## src/rtl/mem_initiator.sv

```systemverilog
// mem_initiator: bus master between the CPU datapath and a 16Ki x 16 main
// memory with one-cycle registered read. Accepts single-beat writes and
// burst reads over valid/ready and returns one response beat per write or
// per read word, with backpressure. Out-of-range addresses are flagged
// without touching memory.
// Optional build macro: MEM_INITIATOR_STATS_EN adds rd_beats / wr_count
// saturating handshake counters.
module mem_initiator #(
  parameter int ADDR_W    = 16,
  parameter int DATA_W    = 16,
  parameter int MEM_DEPTH = 16384,
  parameter int LEN_W     = 4
) (
  input  logic              clk,
  input  logic              reset_n,
  input  logic              req_valid,
  output logic              req_ready,
  input  logic              req_write,
  input  logic [ADDR_W-1:0] req_addr,
  input  logic [DATA_W-1:0] req_wdata,
  input  logic [LEN_W-1:0]  req_len,
  output logic              rsp_valid,
  input  logic              rsp_ready,
  output logic [DATA_W-1:0] rsp_data,
  output logic              rsp_err,
  output logic              rsp_last,
  output logic [ADDR_W-1:0] mem_addr,
  output logic [DATA_W-1:0] mem_data_in,
  output logic              mem_write_enable,
  input  logic [DATA_W-1:0] mem_data_out
`ifdef MEM_INITIATOR_STATS_EN
  ,
  output logic [15:0]       rd_beats,
  output logic [15:0]       wr_count
`endif
);

  localparam logic [2:0] S_IDLE    = 3'd0;
  localparam logic [2:0] S_WR      = 3'd1;
  localparam logic [2:0] S_RD_ADDR = 3'd2;
  localparam logic [2:0] S_RD_DATA = 3'd3;
  localparam logic [2:0] S_RESP    = 3'd4;

  // One extra bit so MEM_DEPTH == 2**ADDR_W still compares correctly.
  localparam logic [ADDR_W:0] DEPTH_L = (ADDR_W+1)'(MEM_DEPTH);

  logic [2:0]        state_q, state_d;
  logic [ADDR_W-1:0] addr_q, addr_d;
  logic [LEN_W-1:0]  len_q, len_d;
  logic [LEN_W-1:0]  beat_q, beat_d;
  logic [ADDR_W-1:0] mem_addr_q, mem_addr_d;
  logic [DATA_W-1:0] mem_data_in_q, mem_data_in_d;
  logic              mem_we_q, mem_we_d;

  logic req_oor, cur_oor, rsp_state;

  assign req_oor   = {1'b0, req_addr} >= DEPTH_L;
  assign cur_oor   = {1'b0, addr_q} >= DEPTH_L;
  assign rsp_state = (state_q == S_RD_DATA) || (state_q == S_RESP);

  // Handshake and response payload decoded from state; payload is stable
  // under backpressure because addr_q and mem_addr_q hold in RD_DATA/RESP.
  assign req_ready        = (state_q == S_IDLE) && reset_n;
  assign rsp_valid        = rsp_state;
  assign rsp_err          = rsp_state && cur_oor;
  assign rsp_last         = (state_q == S_RESP) ||
                            ((state_q == S_RD_DATA) && (beat_q == len_q));
  assign rsp_data         = ((state_q == S_RD_DATA) && !cur_oor) ? mem_data_out : '0;
  assign mem_addr         = mem_addr_q;
  assign mem_data_in      = mem_data_in_q;
  assign mem_write_enable = mem_we_q;

  // Next-state and memory pin sequencing. Memory pins are registered, so the
  // write strobe is set on the accept edge and is live for exactly the WR cycle.
  always_comb begin
    state_d       = state_q;
    addr_d        = addr_q;
    len_d         = len_q;
    beat_d        = beat_q;
    mem_addr_d    = mem_addr_q;
    mem_data_in_d = mem_data_in_q;
    mem_we_d      = 1'b0;
    case (state_q)
      S_IDLE: if (req_valid) begin
        addr_d     = req_addr;
        len_d      = req_len;
        beat_d     = '0;
        mem_addr_d = req_addr;
        if (req_write) begin
          mem_data_in_d = req_wdata;
          mem_we_d      = !req_oor;
          state_d       = S_WR;
        end else begin
          state_d = S_RD_ADDR;
        end
      end
      S_WR:      state_d = S_RESP;
      S_RD_ADDR: state_d = S_RD_DATA;
      S_RD_DATA: if (rsp_ready) begin
        if (beat_q == len_q) begin
          state_d = S_IDLE;
        end else begin
          addr_d     = addr_q + ADDR_W'(1);
          mem_addr_d = addr_q + ADDR_W'(1);
          beat_d     = beat_q + LEN_W'(1);
          state_d    = S_RD_ADDR;
        end
      end
      S_RESP:  if (rsp_ready) state_d = S_IDLE;
      default: state_d = S_IDLE;
    endcase
  end

  // State and datapath registers; reset discards any in-flight request.
  always_ff @(posedge clk or negedge reset_n) begin
    if (!reset_n) begin
      state_q       <= S_IDLE;
      addr_q        <= '0;
      len_q         <= '0;
      beat_q        <= '0;
      mem_addr_q    <= '0;
      mem_data_in_q <= '0;
      mem_we_q      <= 1'b0;
    end else begin
      state_q       <= state_d;
      addr_q        <= addr_d;
      len_q         <= len_d;
      beat_q        <= beat_d;
      mem_addr_q    <= mem_addr_d;
      mem_data_in_q <= mem_data_in_d;
      mem_we_q      <= mem_we_d;
    end
  end

`ifdef MEM_INITIATOR_STATS_EN
  logic [15:0] rd_beats_q, rd_beats_d;
  logic [15:0] wr_count_q, wr_count_d;

  // Saturating counters of response handshakes, error beats included.
  always_comb begin
    rd_beats_d = rd_beats_q;
    wr_count_d = wr_count_q;
    if (rsp_ready && (state_q == S_RD_DATA) && (rd_beats_q != 16'hFFFF))
      rd_beats_d = rd_beats_q + 16'd1;
    if (rsp_ready && (state_q == S_RESP) && (wr_count_q != 16'hFFFF))
      wr_count_d = wr_count_q + 16'd1;
  end

  // Counter registers.
  always_ff @(posedge clk or negedge reset_n) begin
    if (!reset_n) begin
      rd_beats_q <= '0;
      wr_count_q <= '0;
    end else begin
      rd_beats_q <= rd_beats_d;
      wr_count_q <= wr_count_d;
    end
  end

  assign rd_beats = rd_beats_q;
  assign wr_count = wr_count_q;
`endif

endmodule

```

## config.mk

```make
export PLATFORM = sky130hd
export DESIGN_NAME = mem_initiator
export DESIGN_NICKNAME = d
export VERILOG_FILES = /design/src/rtl/mem_initiator.sv
export SDC_FILE = /design/constraint.sdc
export NUM_CORES = 1
export LEC_CHECK = 0
export CORE_MARGIN = 5
export CORE_UTILIZATION = 45
export CTS_CLUSTER_SIZE = 30
export DETAILED_ROUTE_END_ITERATION = 6
export PLACE_DENSITY = 0.85
export RECOVER_POWER = 100
export SLEW_MARGIN = 25
export SYNTH_ARGS = -nofsm -noshare
export SYNTH_HDL_FRONTEND = slang
export SYNTH_SLANG_ARGS = --single-unit
```

## constraint.sdc

```tcl
create_clock -name clk -period 4.1 [get_ports clk]
set_clock_uncertainty 0.15 [all_clocks]
set_input_delay 0.82 -clock clk [delete_from_list [all_inputs] [get_ports clk]]
set_output_delay 0.82 -clock clk [all_outputs]
set_load 0.01 [all_outputs]
```

# Word-level counts from Yosys, hierarchy flattened
# Index checks and enable logic that the tools add are counted.
dict set report totals {
  in_bits 57
  regBits 44
  output_inout_bits 53
}
dict set report classes {
  muxes 18
  eq_ne 9
  n_lt_le_gt_ge 2
  reduce_logical 14
  n_addsub 2
}
# operator n
set ops {}
lappend ops {{16-bit two-way mux} 4}
lappend ops {{16-bit by 15-bit greater-or-equal comparator with 1-bit output (second input constant)} 2}
lappend ops {{16-bit one-hot mux with 2 select lines} 1}
lappend ops {{16-bit by 1-bit adder with 16-bit output (second input constant)} 1}
lappend ops {{3-bit one-hot mux with 5 select lines} 1}
lappend ops {{4-bit two-way mux} 3}
lappend ops {{3-bit two-way mux} 3}
lappend ops {{2-bit != test (second input constant)} 4}
lappend ops {{4-bit one-hot mux with 2 select lines} 1}
lappend ops {{3-bit by 2-bit equality test with 1-bit output (second input constant)} 2}
lappend ops {{3-bit AND reduction} 2}
lappend ops {{4-bit by 1-bit adder with 4-bit output (second input constant)} 1}
lappend ops {{4-bit equality test} 1}
lappend ops {{1-bit logical AND} 4}
lappend ops {{2-bit two-way mux} 2}
lappend ops {{4-bit AND reduction} 1}
lappend ops {{3-bit by 1-bit equality test with 1-bit output (second input constant)} 1}
lappend ops {{3-bit equality test (second input constant)} 1}
lappend ops {{3-bit logical NOT} 1}
lappend ops {{1-bit two-way mux} 3}
lappend ops {{1-bit logical NOT} 2}
lappend ops {{1-bit logical OR} 2}
lappend ops {{2-bit AND reduction} 1}
lappend ops {{2-bit nonzero test} 1}

# Depth between registers and ports, before layout
# Gate-level depths: netlist of the first run.
dict set report logic_depth {
  word_depth 5
  depth_mapped 7
  ltp_nobuf 5
}

# Worst setup path after synthesis of the first run
# Ideal clock, no wire load.
dict set report synth_path {
  path_type {reg-to-output}
  startpoint {register state_q[2]}
  endpoint {output rsp_last}
  path_stages_with_launch 6
  required_ns 3.130
  t_arrival_ns 1.287
  path_slack_ns 1.843
  path_buffers 3
  cell_sequence {dfrtp_1 -> buf_2 -> nand3b_4 -> buf_2 -> buf_2 -> o21ai_0}
}
dict set report synth_via {
  elab_chain_len 3
}
# item line_no
set synth_lines {}
lappend synth_lines {{from (decl)} 47} ;# logic [2:0] state_q, state_d;
lappend synth_lines {{from (signal assigned)} 125} ;# state_q <= state_d;
lappend synth_lines {{3-bit by 2-bit equality test with 1-bit output} 67} ;# ((state_q == S_RD_DATA) && (beat_q == len_q));
lappend synth_lines {{1-bit logical AND} 67}
lappend synth_lines {{1-bit logical OR (*)} 66} ;# assign rsp_last = (state_q == S_RESP) ||
lappend synth_lines {{to (decl)} 26} ;# output logic rsp_last,
# Mark *: on every way between the ends. The rest lies on a longest branch, timed or not.

# Worst setup path after layout of the first run
dict set report layout_path {
  startpoint {register state_q[1]}
  endpoint {output rsp_data[6]}
}
dict set report layout_via {
  elab_chain_len 3
}
# item line_no
set layout_lines {}
lappend layout_lines {{3-bit by 2-bit equality test with 1-bit output} 68} ;# assign rsp_data = ((state_q == S_RD_DATA) && !cur_oor) ? mem_data_out : '0;
lappend layout_lines {{1-bit logical AND} 68}
lappend layout_lines {{16-bit two-way mux} 68}
lappend layout_lines {{to (decl)} 24} ;# output logic [DATA_W-1:0] rsp_data,
# Every way passes these cells.

==> impl_metrics.toml, run 1 <==
[synth]
synth_warnings = 0
syn_avg_cell_area_um2 = 10.1
synthCells = 246
synth_edf_count = 0
seq_area_frac_synth = 0.445
syn_nets = 305
ys_dominant_reg_cell = "dfrtp_1"
synth-seq-cells = 44
synth.cell_area_um2 = 2470
netlist.top_cell.by_area = "dfrtp_1"
synth_top_cell_area_share = 0.445
async_reset_ff_frac = 1.00
synth.top_cells.by_area = "dfrtp_1, mux2_4, and2_1, nand2_1, mux2_2"
synth.distinct_cells = 52

[clock_tree]
cts_resized = 0
cts_hold_buf = 0
htreeDepth = 2
cts_buffers = 5
postCtsSetupBuffers = 0
clk_path_buf_depth = 2
cts_tree = "yes"
cts.sink_count = 44
clk_latency_ns = 0.30
cts_root_buffer = "clkbuf_8"
clkTransAtPathRegs_ns = 0.08

[route]
finalWirelength_um = 6980
ant_nets = 0
dr.pass1.iters = 4
vias = 2375
drc = 0
wl_per_cell_um = 16.5
drtIter0Drc = 180
via_per_inst = 5.63

[floorplan]
die-area_um2 = 7080
initial_utilization = 0.455
coreArea_um2 = 5440
io_pins = 110
die_x_um = 84.1
std_cell_rows = 27
die_height_um = 84.1

[sta]
slew_headroom = -0.542
tightest_slew_ns = 2.31
fin_crit_ns = 3.59
rsz0062_at_grt = "no"
fin_crit_sh = 0.876
fmax_mhz = 279
fin_tns_setup_ns = 0
setup_viol_count_final = 0
slew_viol_final = 45
hold_viol_final = 0

[placement]
hpwl_um = 5240
gp_congestion = 0.836
place_inst = 414
portBuffers = 109

[critical_path]
worst_path_max_delay_cell = "nor3_2"
critPathLaunchType = "register"
rrSetupSlack_ns = 1.32
cp_max_fo = 31
critPathKind = "reg2out"
r2r-end = "mem_addr[1]$_DFFE_PN0P_"
required_ns = 3.13
r2r-start = "state_q[1]$_DFFE_PN0P_"
cp-end-kind = "primary output"
max_stage_delay_ns = 0.60
critical_path_arrival_ns = 2.62
reg2reg_depth = 4
cp_cell_sequence = "nand3b_4 -> nor3_2 -> and2_1 -> dlygate4sd3_1"

[global_routing]
grt_usage = 0.198
antenna_found_initial = 0
grt_pass1_wl_um = 11500
grt_pass1_vias = 2342
grt_max_degree = 45
grt_overflow = 0

[outcome]
failed_checks = "max-capacitance violations, max-slew violations"
status = "complete, but fails checks"

[pwr]
finalPower_mw = 2.44
power.leakage_nw = 1.49
pwr_density_cell_nw_per_um2 = 674
peakVddDrop_uv = 391

[worst_hold_path]
hp-class = "reg2reg"
min_path_cells = 1
hp-start = "mem_data_in[10]$_DFFE_PN0P_"
min_to = "mem_data_in[10]$_DFFE_PN0P_"

[finish]
seqCellArea_um2 = 1100
fin_cells = 422
final_nets = 408
drive_gt1_frac = 0.0543
antenna_cells = 0
syn_to_final_growth_pct = 46.3
final_cell_mix = "clkdlybuf4s50_1, dfrtp_1, dlygate4sd3_1"
fillers = 434
final_common_cell = "clkdlybuf4s50_1"
multiInputGateArea_um2 = 1220

[job]
cap_violations = 1
==> layout make-up <==
type / count / area share
Multi-Input combinational cell: 185 / 0.336
Timing Repair Buffer: 110 / 0.301
Clock buffer: 5 / 0.0190
Inverter: 3 / 0.00311
Sequential cell: 44 / 0.304
Tap cell: 72 / 0.0249
Clock inverter: 3 / 0.0118
==> stage by stage <==
step           utilization  setup WS, ns  hold slack, ns  instance area, um2
5_1_grt              0.666         0.331           0.376                3620
2_1_floorplan            -          1.84           0.317                2470
4_1_cts              0.677         0.543           0.359                3680
3_5_place_dp         0.656         0.877           0.338                3570
6_report             0.666         0.510           0.351                3620
3_3_place_gp         0.656          1.00           0.333                3570
==> power breakdown <==
| group | switching (mW) | internal (mW) |
|---|---|---|
| Clock | 0.157 | 0.180 |
| Sequential | 0.225 | 0.644 |
| Combinational | 0.614 | 0.621 |
==> critical path: cells and delay by family, from the launching register on <==
kind	cells	cell delay, ns
flip-flops	1	0.54
AND/OR/NAND/NOR	3	1.17
buffers and inverters	1	0.60
==> cell usage after synthesis (3+ instances only) <==
library cell,count
o21ai_0,4
clkbuf_1,4
and3_1,4
buf_2,5
nor2_1,16
nand2_1,30
o211ai_1,6
buf_6,3
dfrtp_1,44
inv_1,3
nand4_1,5
a31oi_1,3
mux2_4,9
a21oi_1,11
mux2_2,7
nor3_1,10
o21ai_1,7
o32a_1,4
and2_1,19
nor2b_1,3
nand3_1,5
xnor2_1,4
==> registers in the layout, indices dropped and copies added, names as in the netlist <==
name and flops:
mem_addr 16, beat_q 4, state_q 3, mem_write_enable 1, len_q 4, mem_data_in 16
==> cells by family after synthesis <==
kind of cell               share of synthesized area
AOI/OAI and AO/OA                              0.161
DFF                                            0.445
adders and majority gates                     0.0101
xor gates and xnor gates                      0.0142
muxes                                         0.0951
and+or+nand+nor                                0.234
buffers and inverters                         0.0405
==> worst max-delay path by stage <==
stage	startpoint	end	slack [ns]	depth (start not counted)
global placement	state_q[1]$_DFFE_PN0P_	rsp_data[6]	1.00	4
CTS	state_q[1]$_DFFE_PN0P_	rsp_data[5]	0.54	4
finish	state_q[1]$_DFFE_PN0P_	rsp_data[6]	0.51	4
floorplan	state_q[2]$_DFFE_PN0P_	rsp_last	1.84	5
detailed placement	state_q[1]$_DFFE_PN0P_	rsp_data[5]	0.88	4
global route	state_q[1]$_DFFE_PN0P_	rsp_data[6]	0.33	4
==> layer usage <==
layer | GRT usage | vias up | routed length [um]
li1 | - | 1101 | -
met1 | 0.234 | 1135 | 2730
met2 | 0.325 | 122 | 3330
met3 | 0.0844 | 17 | 780
met4 | 0.0643 | 0 | 136
met5 | 0 | - | 0
No activity file was read; power rests on OpenSTA's default activity.
==> run 2: changes to the inputs <==
- CORE_ASPECT_RATIO: unset -> 1.1
==> impl_metrics.toml, run 2 (same netlist as run 1, synthesis figures left out) <==
[clock_tree]
cts_resized = 0
cts_tree = "yes"
clk_path_buf_depth = 2
cts.sink_count = 44
postCtsSetupBuffers = 0
clkTransAtPathRegs_ns = 0.08
clk_latency_ns = 0.30
cts_hold_buf = 0
cts_root_buffer = "clkbuf_8"
htreeDepth = 2
cts_buffers = 5

[critical_path]
critPathLaunchType = "register"
cp_max_fo = 31
critical_path_arrival_ns = 2.62
critPathKind = "reg2out"
cp-end-kind = "primary output"
required_ns = 3.13

[pwr]
p_seq_frac = 0.359
finalPower_mw = 2.43
power_frac_clock = 0.137
switching_share = 0.406
intPower_mw = 1.45
peakVddDrop_uv = 404
comb_power_share = 0.503
power.leakage_nw = 1.48
p_sw_mw = 0.987
pwr_density_cell_nw_per_um2 = 671

[sta]
hold_ws_ns = 0.355
fin_tns_setup_ns = 0
rsz0062_at_grt = "no"
slew_headroom = -0.547
fin_crit_ns = 3.59
tightest_slew_ns = 2.32
slew_viol_final = 45
fin_crit_sh = 0.876
setup_viol_count_final = 0
fmax_mhz = 278
hold_viol_final = 0

[finish]
final_common_cell = "clkdlybuf4s50_1"
syn_to_final_growth_pct = 46.5
multiInputGateArea_um2 = 1220
drive_gt1_frac = 0.0543
seqCellArea_um2 = 1100
final_cell_mix = "clkdlybuf4s50_1, dfrtp_1, dlygate4sd3_1"
fillers = 434
antenna_cells = 0
final_nets = 408

[global_routing]
antenna_found_initial = 0
grt_pass1_vias = 2364
grt_overflow = 0
grt_usage = 0.207
grt_pass1_wl_um = 11400
grt_max_degree = 45

[placement]
gp_congestion = 0.788
hpwl_um = 5230
portBuffers = 109

[route]
drtIter0Drc = 157
ant_nets = 0
dr.pass1.iters = 4
drc = 0
via_per_inst = 5.50
finalWirelength_um = 7000
vias = 2336
wl_per_cell_um = 16.5

[floorplan]
die_height_um = 87.8
die_x_um = 80.7
std_cell_rows = 28
initial_utilization = 0.461
die-area_um2 = 7080
coreArea_um2 = 5360
io_pins = 110

[outcome]
failed_checks = "max-capacitance violations, max-slew violations"
status = "complete, but fails checks"

[job]
cap_violations = 1

[worst_hold_path]
hp-class = "reg2reg"
==> run 2: cell count changes in the layout (fill, tap and decap cells not counted) <==
cell | before | now
clkdlybuf4s50_1 | 67 | 70
dlygate4sd3_1 | 41 | 38
and2_0 | 13 | 17
and2_1 | 7 | 3
==> run 2: power groups by stage <==
stage | Combinational, mW | Sequential (mW) | Clock, mW
after global placement | 1.32 | 0.871 | 0
after floorplan | 0.758 | 0.885 | 0
after CTS | 1.36 | 0.882 | 0.342
after global routing | 1.36 | 0.909 | 0.360
after detailed placement | 1.35 | 0.883 | 0
final | 1.22 | 0.874 | 0.334
==> run 2: worst paths after layout <==
path | start | end | slack, ns | cells after the start
setup / recovery | state_q[1]$_DFFE_PN0P_ | rsp_data[0] | 0.51 | 4
hold / removal | mem_data_in[9]$_DFFE_PN0P_ | mem_data_in[9]$_DFFE_PN0P_ | 0.36 | 1
setup reg to reg | state_q[1]$_DFFE_PN0P_ | mem_data_in[12]$_DFFE_PN0P_ | 1.27 | 4
hold reg to reg | mem_data_in[9]$_DFFE_PN0P_ | mem_data_in[9]$_DFFE_PN0P_ | 0.36 | 1
max in group asynchronous | reset_n | state_q[0]$_DFFE_PN0P_ | 1.20 | 2
min in group asynchronous | reset_n | mem_addr[13]$_DFFE_PN0P_ | 1.28 | 2
==> run 2: layer usage <==
| layer | routed length, um | track usage | up-vias | share of wire |
|---|---|---|---|---|
| met1 | 2670 | 0.242 | 1110 | 0.38 |
| met2 | 3340 | 0.356 | 119 | 0.48 |
| li1 | - | - | 1101 | - |
| met4 | 66 | 0.0430 | 0 | 0.0094 |
| met3 | 924 | 0.0905 | 6 | 0.13 |
| met5 | 0 | 0 | - | 0 |
==> run 2: worst max-delay path, stage by stage, from the launching register on <==
cell           delay, ns
dfrtp_1             0.55
nand3b_4            0.36
nor3_2              0.60
and2_1              0.21
dlygate4sd3_1       0.60
==> run 2: cell type report <==
class	instances	area share
inverters	3	0.00311
flip-flops and latches	44	0.304
repair buffers	110	0.300
clock inverters	3	0.0117
clock buffers	5	0.0190
multi-input cells	185	0.336
well taps	75	0.0259
==> run 2: stage by stage <==
stage	instance area [um2]	setup slack [ns]	cells	util
after floorplan	2470	1.84	246	-
after global placement	3570	0.981	417	0.666
after detailed placement	3570	0.855	417	0.666
after CTS	3680	0.524	425	0.687
after global routing	3620	0.246	425	0.676
final	3620	0.507	425	0.676
==> run 3: changes to the inputs <==
- CORE_MARGIN: 5 -> 2
- clock period: 4.1 -> 4.4 ns (I/O delays scaled with it)
==> impl_metrics.toml, run 3 (same netlist as run 1, synthesis figures left out) <==
[placement]
hpwl_um = 4900
gp_congestion = 0.824
portBuffers = 109
postPlaceCellArea_um2 = 3570

[finish]
antenna_cells = 0
syn_to_final_growth_pct = 46.5
final_cell_mix = "clkdlybuf4s50_1, dfrtp_1, dlygate4sd3_1"
final_common_cell = "clkdlybuf4s50_1"
final_nets = 408
fin_area_um2 = 3620
drive_gt1_frac = 0.0571

[floorplan]
die_height_um = 81.8
io_pins = 110
std_cell_rows = 28
die_x_um = 74.7
die-area_um2 = 6110
initial_utilization = 0.461
coreArea_um2 = 5360

[critical_path]
critPathLaunchType = "register"
critPathKind = "reg2out"
r2r-start = "state_q[1]$_DFFE_PN0P_"
required_ns = 3.37
cp_cell_sequence = "nand3b_4 -> nor3_2 -> and2_1 -> dlygate4sd3_1"
crit_start = "state_q[1]$_DFFE_PN0P_"
reg2reg_depth = 4
worst_path_max_delay_cell = "dlygate4sd3_1"
critical_path_arrival_ns = 2.58
cp_max_fo = 31
max_stage_delay_ns = 0.60
cp-end-kind = "primary output"

[route]
drc = 0
finalWirelength_um = 6540
via_per_inst = 5.43
dr.pass1.iters = 4
ant_nets = 0
wl_per_cell_um = 15.4
vias = 2308
drtIter0Drc = 172

[sta]
hold_viol_final = 0
fmax_mhz = 277
rsz0062_at_grt = "no"
fin_crit_sh = 0.820
fin_crit_ns = 3.61
tightest_slew_ns = 2.30
fin_tns_setup_ns = 0
slew_headroom = -0.531
slew_viol_final = 45
setup_viol_count_final = 0

[clock_tree]
cts_hold_buf = 0
htreeDepth = 2
clk_latency_ns = 0.30
cts_resized = 0
clkTransAtPathRegs_ns = 0.08
cts_tree = "yes"
cts_buffers = 5
postCtsSetupBuffers = 0
clk_path_buf_depth = 2
cts.sink_count = 44
cts_root_buffer = "clkbuf_8"

[pwr]
intPower_mw = 1.35
peakVddDrop_uv = 415
p_seq_frac = 0.360
comb_power_share = 0.501
switching_share = 0.403
p_sw_mw = 0.910
pwr_density_cell_nw_per_um2 = 623
power_frac_clock = 0.139
power.leakage_nw = 1.48

[global_routing]
antenna_found_initial = 1
grt_max_degree = 45
grt_overflow = 0
grt_pass1_vias = 2216
grt_pass1_wl_um = 10100
grt_usage = 0.220

[worst_hold_path]
hp-class = "reg2reg"
min_path_cells = 1
hp-start = "mem_data_in[13]$_DFFE_PN0P_"

[outcome]
status = "complete, but fails checks"
failed_checks = "max-capacitance violations, max-slew violations"

[job]
cap_violations = 1
-- run 3: changes by cell type in the layout (fill, tap and decap cells not counted) --
cell | previous run | this run
buf_2 | 0 | 1
and2_1 | 3 | 5
and2_0 | 17 | 15
clkbuf_1 | 2 | 1
-- run 3: final cells by class --
cell class	instances	area [um2]
clock buffers	5	68.8
clock inverters	3	42.5
fillers	431	1740
inverters	3	11.3
multi-input cells	185	1220
flip-flops and latches	44	1100
well taps	75	93.8
repair buffers	110	1090
-- run 3: path summary, 6_finish.rpt --
check | end | slack (ns)
setup / recovery | rsp_data[13] | 0.79
hold / removal | mem_data_in[13]$_DFFE_PN0P_ | 0.35
setup reg to reg | mem_data_in[14]$_DFFE_PN0P_ | 1.60
hold reg to reg | mem_data_in[13]$_DFFE_PN0P_ | 0.35
max in group asynchronous | mem_addr[4]$_DFFE_PN0P_ | 1.58
min in group asynchronous | mem_data_in[5]$_DFFE_PN0P_ | 1.22
-- run 3: through the flow --
stage | utilization | std cells | total power [mW] | hold WS, ns | setup slack [ns]
final | 0.676 | 425 | 2.26 | 0.353 | 0.793
after global routing | 0.676 | 425 | 2.42 | 0.375 | 0.562
after CTS | 0.687 | 425 | 2.40 | 0.365 | 0.795
after detailed placement | 0.666 | 417 | 2.08 | 0.343 | 1.13
after global placement | 0.666 | 417 | 2.04 | 0.334 | 1.23
after floorplan | - | 246 | 1.53 | 0.317 | 2.08
-- run 3: per-layer routing --
| layer | GRT usage | wire [um] | vias up |
|---|---|---|---|
| li1 | - | - | 1104 |
| met1 | 0.256 | 2550 | 1083 |
| met2 | 0.377 | 3210 | 107 |
| met3 | 0.0834 | 660 | 12 |
| met4 | 0.0607 | 108 | 2 |
| met5 | 0 | 13 | - |
-- run 3: power groups by stage --
stage / Sequential (mW) / Clock [mW] / Combinational [mW]
5_1_grt: 0.847 / 0.334 / 1.24
3_5_place_dp: 0.824 / 0 / 1.25
6_report: 0.812 / 0.313 / 1.13
3_3_place_gp: 0.812 / 0 / 1.23
2_1_floorplan: 0.824 / 0 / 0.707
4_1_cts: 0.821 / 0.319 / 1.26
-- run 3: critical path, delay by kind of cell (launching register included) --
kind | cells | cell delay (ns)
simple gates | 3 | 1.14
buf+inv | 1 | 0.60
flops | 1 | 0.54
